## src/rtl/level_disp_pkg.sv

```systemverilog
// Shared types and constants for the level digit display.
// FSM states, 7-segment codes (active-low {g..a}), HUNDRED.
package level_disp_pkg;

  typedef enum logic {
    IDLE,
    DIV
  } state_t;

  localparam logic [6:0] SEG_BLANK = 7'b1111111;
  localparam logic [6:0] SEG_DASH  = 7'b0111111;

  localparam logic [6:0] SEG_DIGIT [0:9] = '{
    7'b1000000,
    7'b1111001,
    7'b0100100,
    7'b0110000,
    7'b0011001,
    7'b0010010,
    7'b0000010,
    7'b1111000,
    7'b0000000,
    7'b0010000
  };

  localparam logic signed [9:0] HUNDRED = 10'sd100;
  localparam logic signed [9:0] TEN     = 10'sd10;

  // h*100 built from shifts: 64h + 32h + 4h
  function automatic logic [9:0] times_hundred(
    input logic [1:0] h
  );
    logic [9:0] hw;
    hw = {8'd0, h};
    return (hw << 6) + (hw << 5) + (hw << 2);
  endfunction

endpackage

```

## src/rtl/level_digit_display_seg7_decode.sv

```systemverilog
// BCD to active-low 7-segment decoder, purely combinational.
// Ports: bcd (4b in), seg (7b out {g,f,e,d,c,b,a}); 10-15 blank.
module seg7_decode
  import level_disp_pkg::*;
(
  input  logic [3:0] bcd,
  output logic [6:0] seg
);

  always_comb begin
    seg = SEG_BLANK;
    unique case (bcd)
      4'd0:    seg = SEG_DIGIT[0];
      4'd1:    seg = SEG_DIGIT[1];
      4'd2:    seg = SEG_DIGIT[2];
      4'd3:    seg = SEG_DIGIT[3];
      4'd4:    seg = SEG_DIGIT[4];
      4'd5:    seg = SEG_DIGIT[5];
      4'd6:    seg = SEG_DIGIT[6];
      4'd7:    seg = SEG_DIGIT[7];
      4'd8:    seg = SEG_DIGIT[8];
      4'd9:    seg = SEG_DIGIT[9];
      default: seg = SEG_BLANK;
    endcase
  end

endmodule

```

## src/rtl/level_digit_display.sv

```systemverilog
// 8-bit level to 3 BCD digits via subtract-by-10, muxed to a 3-digit
// common-anode 7-seg. Ports: clk, rst_n (sync, active-low), in_value,
// in_hundreds, in_valid/in_ready, done, digit_err, bcd_out, an, seg.
// Optional: LEADING_ZERO_BLANK_EN blanks leading zero digits.
module level_digit_display
  import level_disp_pkg::*;
#(
  parameter int SCAN_DIV = 50000
) (
  input  logic        clk,
  input  logic        rst_n,
  input  logic [7:0]  in_value,
  input  logic [1:0]  in_hundreds,
  input  logic        in_valid,
  output logic        in_ready,
  output logic        done,
  output logic        digit_err,
  output logic [11:0] bcd_out,
  output logic [2:0]  an,
  output logic [6:0]  seg
);

  localparam int CW = (SCAN_DIV > 1) ? $clog2(SCAN_DIV) : 1;

  state_t             state_q, state_d;
  logic signed [9:0]  rem_q, rem_d, rem_in;
  logic [3:0]         tens_q, tens_d;
  logic [1:0]         hund_q, hund_d;
  logic [11:0]        bcd_d;
  logic               err_q, err_d;
  logic               done_d, derr_d;

  // Wide enough that h=3 against small values stays negative
  assign rem_in = signed'({2'b00, in_value})
                - signed'(times_hundred(in_hundreds));

  assign in_ready = (state_q == IDLE);

  always_comb begin
    state_d = state_q;
    rem_d   = rem_q;
    tens_d  = tens_q;
    hund_d  = hund_q;
    bcd_d   = bcd_out;
    err_d   = err_q;
    done_d  = 1'b0;
    derr_d  = 1'b0;
    unique case (state_q)
      IDLE: begin
        if (in_valid) begin
          if (rem_in < 0 || rem_in >= HUNDRED) begin
            derr_d = 1'b1;
            err_d  = 1'b1;
          end else begin
            hund_d  = in_hundreds;
            tens_d  = 4'd0;
            rem_d   = rem_in;
            state_d = DIV;
          end
        end
      end
      DIV: begin
        if (rem_q >= TEN) begin
          rem_d  = rem_q - TEN;
          tens_d = tens_q + 4'd1;
        end else begin
          bcd_d   = {2'b00, hund_q, tens_q, rem_q[3:0]};
          err_d   = 1'b0;
          done_d  = 1'b1;
          state_d = IDLE;
        end
      end
      default: state_d = IDLE;
    endcase
  end

  always_ff @(posedge clk) begin
    if (!rst_n) begin
      state_q   <= IDLE;
      rem_q     <= '0;
      tens_q    <= '0;
      hund_q    <= '0;
      bcd_out   <= '0;
      err_q     <= 1'b0;
      done      <= 1'b0;
      digit_err <= 1'b0;
    end else begin
      state_q   <= state_d;
      rem_q     <= rem_d;
      tens_q    <= tens_d;
      hund_q    <= hund_d;
      bcd_out   <= bcd_d;
      err_q     <= err_d;
      done      <= done_d;
      digit_err <= derr_d;
    end
  end

  logic [CW-1:0] cnt_q;
  logic [1:0]    idx_q, idx_nx;
  logic          wrap;
  logic [3:0]    sel_bcd;
  logic [6:0]    dec_seg, seg_nx;
  logic [2:0]    an_nx;
  logic          blank;

  assign wrap = (cnt_q == CW'(SCAN_DIV - 1));

  always_comb begin
    idx_nx = 2'd2;
    unique case (1'b1)
      (idx_q == 2'd2): idx_nx = 2'd1;
      (idx_q == 2'd1): idx_nx = 2'd0;
      default:         idx_nx = 2'd2;
    endcase
  end

  // Decode the digit that becomes visible at the wrap edge
  always_comb begin
    sel_bcd = bcd_out[3:0];
    unique case (idx_nx)
      2'd2:    sel_bcd = bcd_out[11:8];
      2'd1:    sel_bcd = bcd_out[7:4];
      default: sel_bcd = bcd_out[3:0];
    endcase
  end

  seg7_decode u_dec (
    .bcd (sel_bcd),
    .seg (dec_seg)
  );

`ifdef LEADING_ZERO_BLANK_EN
  logic h_zero, t_zero;
  assign h_zero = (bcd_out[11:8] == 4'd0);
  assign t_zero = (bcd_out[7:4] == 4'd0);
  assign blank  = (idx_nx == 2'd2 && h_zero)
               || (idx_nx == 2'd1 && h_zero && t_zero);
`else
  assign blank = 1'b0;
`endif

  always_comb begin
    seg_nx = dec_seg;
    if (err_q)
      seg_nx = SEG_DASH;
    else if (blank)
      seg_nx = SEG_BLANK;
  end

  assign an_nx = ~(3'b001 << idx_nx);

  always_ff @(posedge clk) begin
    if (!rst_n) begin
      cnt_q <= '0;
      idx_q <= 2'd2;
      an    <= 3'b011;
      seg   <= SEG_DIGIT[0];
    end else if (wrap) begin
      cnt_q <= '0;
      idx_q <= idx_nx;
      an    <= an_nx;
      seg   <= seg_nx;
    end else begin
      cnt_q <= cnt_q + 1'b1;
    end
  end

endmodule

```

## config.mk

```make
export PLATFORM = sky130hd
export DESIGN_NAME = level_digit_display
export DESIGN_NICKNAME = d
export VERILOG_FILES = /design/src/rtl/level_disp_pkg.sv /design/src/rtl/level_digit_display_seg7_decode.sv /design/src/rtl/level_digit_display.sv
export SDC_FILE = /design/constraint.sdc
export NUM_CORES = 1
export LEC_CHECK = 0
export ABC_AREA = 1
export CAP_MARGIN = 0
export CORE_ASPECT_RATIO = 1.25
export CORE_UTILIZATION = 49
export CTS_CLUSTER_SIZE = 30
export DETAILED_ROUTE_END_ITERATION = 10
export GPL_ROUTABILITY_DRIVEN = 0
export PLACE_DENSITY = 0.82
export SYNTH_ARGS = -nofsm -noshare
export SYNTH_HDL_FRONTEND = slang
export SYNTH_HIERARCHICAL = 1
export SYNTH_SLANG_ARGS = --single-unit
```

## constraint.sdc

```tcl
create_clock -name clk -period 2.94 [get_ports clk]
set_input_delay 0.588 -clock clk [delete_from_list [all_inputs] [get_ports clk]]
set_output_delay 0.588 -clock clk [all_outputs]
set_load 0.05 [all_outputs]
```

==> results.md <==
* WL/cell at approximately 12 um
* Setup Fix Bufs, Post-CTS at 0
* Total Power at 2.044 mW
* Pwr/cell area at approximately 500 nW/um^2
* Slew Limit Fails at 0
* Post-Syn Area per Cell at 7.109 sq um
* Crit path DAT at about 3.0 ns
* Io pins at 38
* Port bufs at 35
* Final std cells w/o fill at 605
* Die H at 93.83 um
* Register area at 1161 sq um
* Leakage dissipation at 1.813 nW
* DRC at 0
* Synth cell types at 40
* H-tree depth at 3
* Clock buffer depth at 2
* Nets at 550
* Layout cell share with drive strength beyond 1 at 11.58%
* Slew headroom at 66.35%
* Overflow left after global routing at 0
* Synth Flop Type: dfxtp_1
* Status: completed
* Die X at ~75 um
* EDFF count, synth at 0
* WP data required at 3.18 ns
* Hold buffers post-CTS at 0
* Fmax at 361.1 MHz
* Routed vias/inst at 5.226
* Hold Path Class: reg2reg
* FP Rows at 33
* Crit path max fanout at 10
* Initial antenna violation count at 0
* M1 WL at 3020 um
* Worst Hold Path Cells at 1
* Syn Inst Count at 465
* Clock sink total at 58
* FILL cells at 622
* Tcrit/Tclk final at 94.20%
* Final setup skew at about 0.009 ns
* Layout area overhead at 22.48%
* Count leader, synth: nand2_1
* Num CTS Buffers at 9
* First-pass GRT wire length at 12490 um
* CTS tree: done
* Drt initial violations at between 100 and 150
* R2R depth at 11
* Max Cap Viol at 0
* Synth Register Bits at 58
* Warnings, synthesis at 6
* Wire length on met2 at around 3800 um
* Setup TNS at 0 ns
* ANT cells at 0
* DIE AREA at 7081 sq um
* Drt total wl at 7326 um
* HPWL Detailed at 5322 um
* Clock transition at path regs at 0.07 ns
* Crit path launch type: primary input
* Setup CP Type: in2reg
* Async S/R FF share, synth at 0%
* Seq/Total Area, Yosys at roughly a third
* Largest net degree at the start of global routing at 27
* Worst hold margin at 0.4471 ns
* Total track usage at 22.85%
* Uppermost layer routed: met4
* Synth top cells by count: 94 x nand2_1, 63 x inv_1, 58 x dfxtp_1
* Met3 routed WL at ~260 um
* Initial Utilization at 50.67%
* Final Setup Violations at 0
* Post-synth top area cell: dfxtp_1
* Placed insts at around 590
* Root Buffer: clkbuf_8
* Pre-Repair DR Iteration Count at 5
* Final min period at 2.769 ns
* VDD IR-drop max at about 0.00033 V
* Post-synth top area share at 35.12%
* Area of the mapped netlist at 3306 sq um
* Worst slew pin tran at 0.5032 ns
* RSZ-0062 raised after global routing: true
* Clk_lat worst skew at 0.34 ns
* Synth top area cells: dfxtp_1 35%, nand2_1 11%, ha_1 9.1%, inv_1 7.2%, a21oi_1 5.5%
* Area of the multi-input gates at 1823 sq um
* Core ar. at 6524 sq um
* Hold Fails Final Rpt at 0
* Vias in the first global route at slightly below 3000
* Routed vias at 3162
* Critical Path End Type: register
* Post-route antenna net violation count at 0
registers in the layout, indices dropped and copies added, names as in the netlist:
register	cells
an	3
bcd_out	10
cnt_q	16
digit_err	1
done	1
err_q	1
hund_q	2
idx_q	2
rem_q	10
seg	7
state_q	1
tens_q	4
metrics by stage:
step           util (%)  setup WS [ns]  instance area (sq um)
6_report          62.06         0.1706                   4049
5_1_grt           62.06       -0.01822                   4049
4_1_cts           61.76        0.08350                   4029
3_5_place_dp      58.11        -0.2677                   3791
3_3_place_gp      58.11        -0.1940                   3791
2_1_floorplan         -         0.4026                   3309
per-layer routing:
metal | up-vias | track usage, %
met5 | - | 0
met1 | 1450 | 25.56
met2 | 88 | 40.63
met3 | 24 | 3.970
met4 | 0 | 10.96
li1 | 1600 | -
worst max-delay path: stages:
cell and delay, ns:
clkdlybuf4s50_1 0.47, inv_1 0.05, ha_1 0.28, inv_1 0.05
ha_1 0.13, inv_1 0.04, ha_1 0.31, a21oi_1 0.23
nand3_1 0.10, nand2_1 0.06, nand2_1 0.07, nor2_4 0.13
nand4_4 0.13, nand2_4 0.16, inv_2 0.08, nor2_1 0.09
nor2_1 0.05
path summary, 6_finish.rpt:
check                                    start        to  slack [ns]
worst max-delay path            in_hundreds[0]  rem_q[1]        0.17
worst min-delay path                  cnt_q[0]  cnt_q[0]        0.45
worst max register to register        idx_q[0]    seg[3]        0.67
worst min register to register        cnt_q[0]  cnt_q[0]        0.45
repair_timing:
action,4_1_cts,5_1_grt
gates resized for setup,0,3
endpoints found under the setup margin,0,14
endpoints found under the hold margin,0,0
layout make-up:
class                   count  area share, %
well taps                  87          2.688
clock inverters             4          1.792
clock buffers              12          4.079
multi-input cells         326          45.02
repair buffers             49          11.34
inverters                  69          6.397
flip-flops and latches     58          28.68
cells in the final DEF, fill, tap and decap left out, types with 3 or more instances in the layout:
| cell type | instances |
|---|---|
| nor2_1 | 46 |
| nor3_1 | 4 |
| o21ai_0 | 28 |
| inv_2 | 4 |
| buf_4 | 13 |
| nand2_2 | 5 |
| a31oi_1 | 3 |
| o21ai_2 | 3 |
| nand4_1 | 9 |
| nand2_1 | 94 |
| o211ai_1 | 3 |
| ha_1 | 23 |
| xor2_1 | 5 |
| a21oi_1 | 36 |
| nand3b_1 | 3 |
| a22oi_1 | 3 |
| clkbuf_8 | 12 |
| clkdlybuf4s50_1 | 35 |
| inv_1 | 63 |
| nand3_1 | 30 |
| dfxtp_1 | 58 |
| nor2_2 | 6 |
report_power, final:
group	leakage, nW	switching (mW)	internal (mW)
logic	1.23	0.210	0.144
clock network	0.119	0.319	0.545
registers	0.469	0.0193	0.807
total	1.81	0.548	1.50
kinds of logic (layout without fill, tap and decap cells):
family | after synthesis | in the layout | share of synthesized area (%)
other cells | 1 | 2 | 0.1134
simple gates | 209 | 209 | 29.11
xor+xnor | 7 | 7 | 1.855
fa+ha+maj | 24 | 24 | 9.084
compound gates | 82 | 82 | 13.78
buf+inv | 82 | 134 | 10.33
flops | 58 | 58 | 35.12
mux | 2 | 2 | 0.6056
Note: power is estimated with default switching activity, not from simulation.
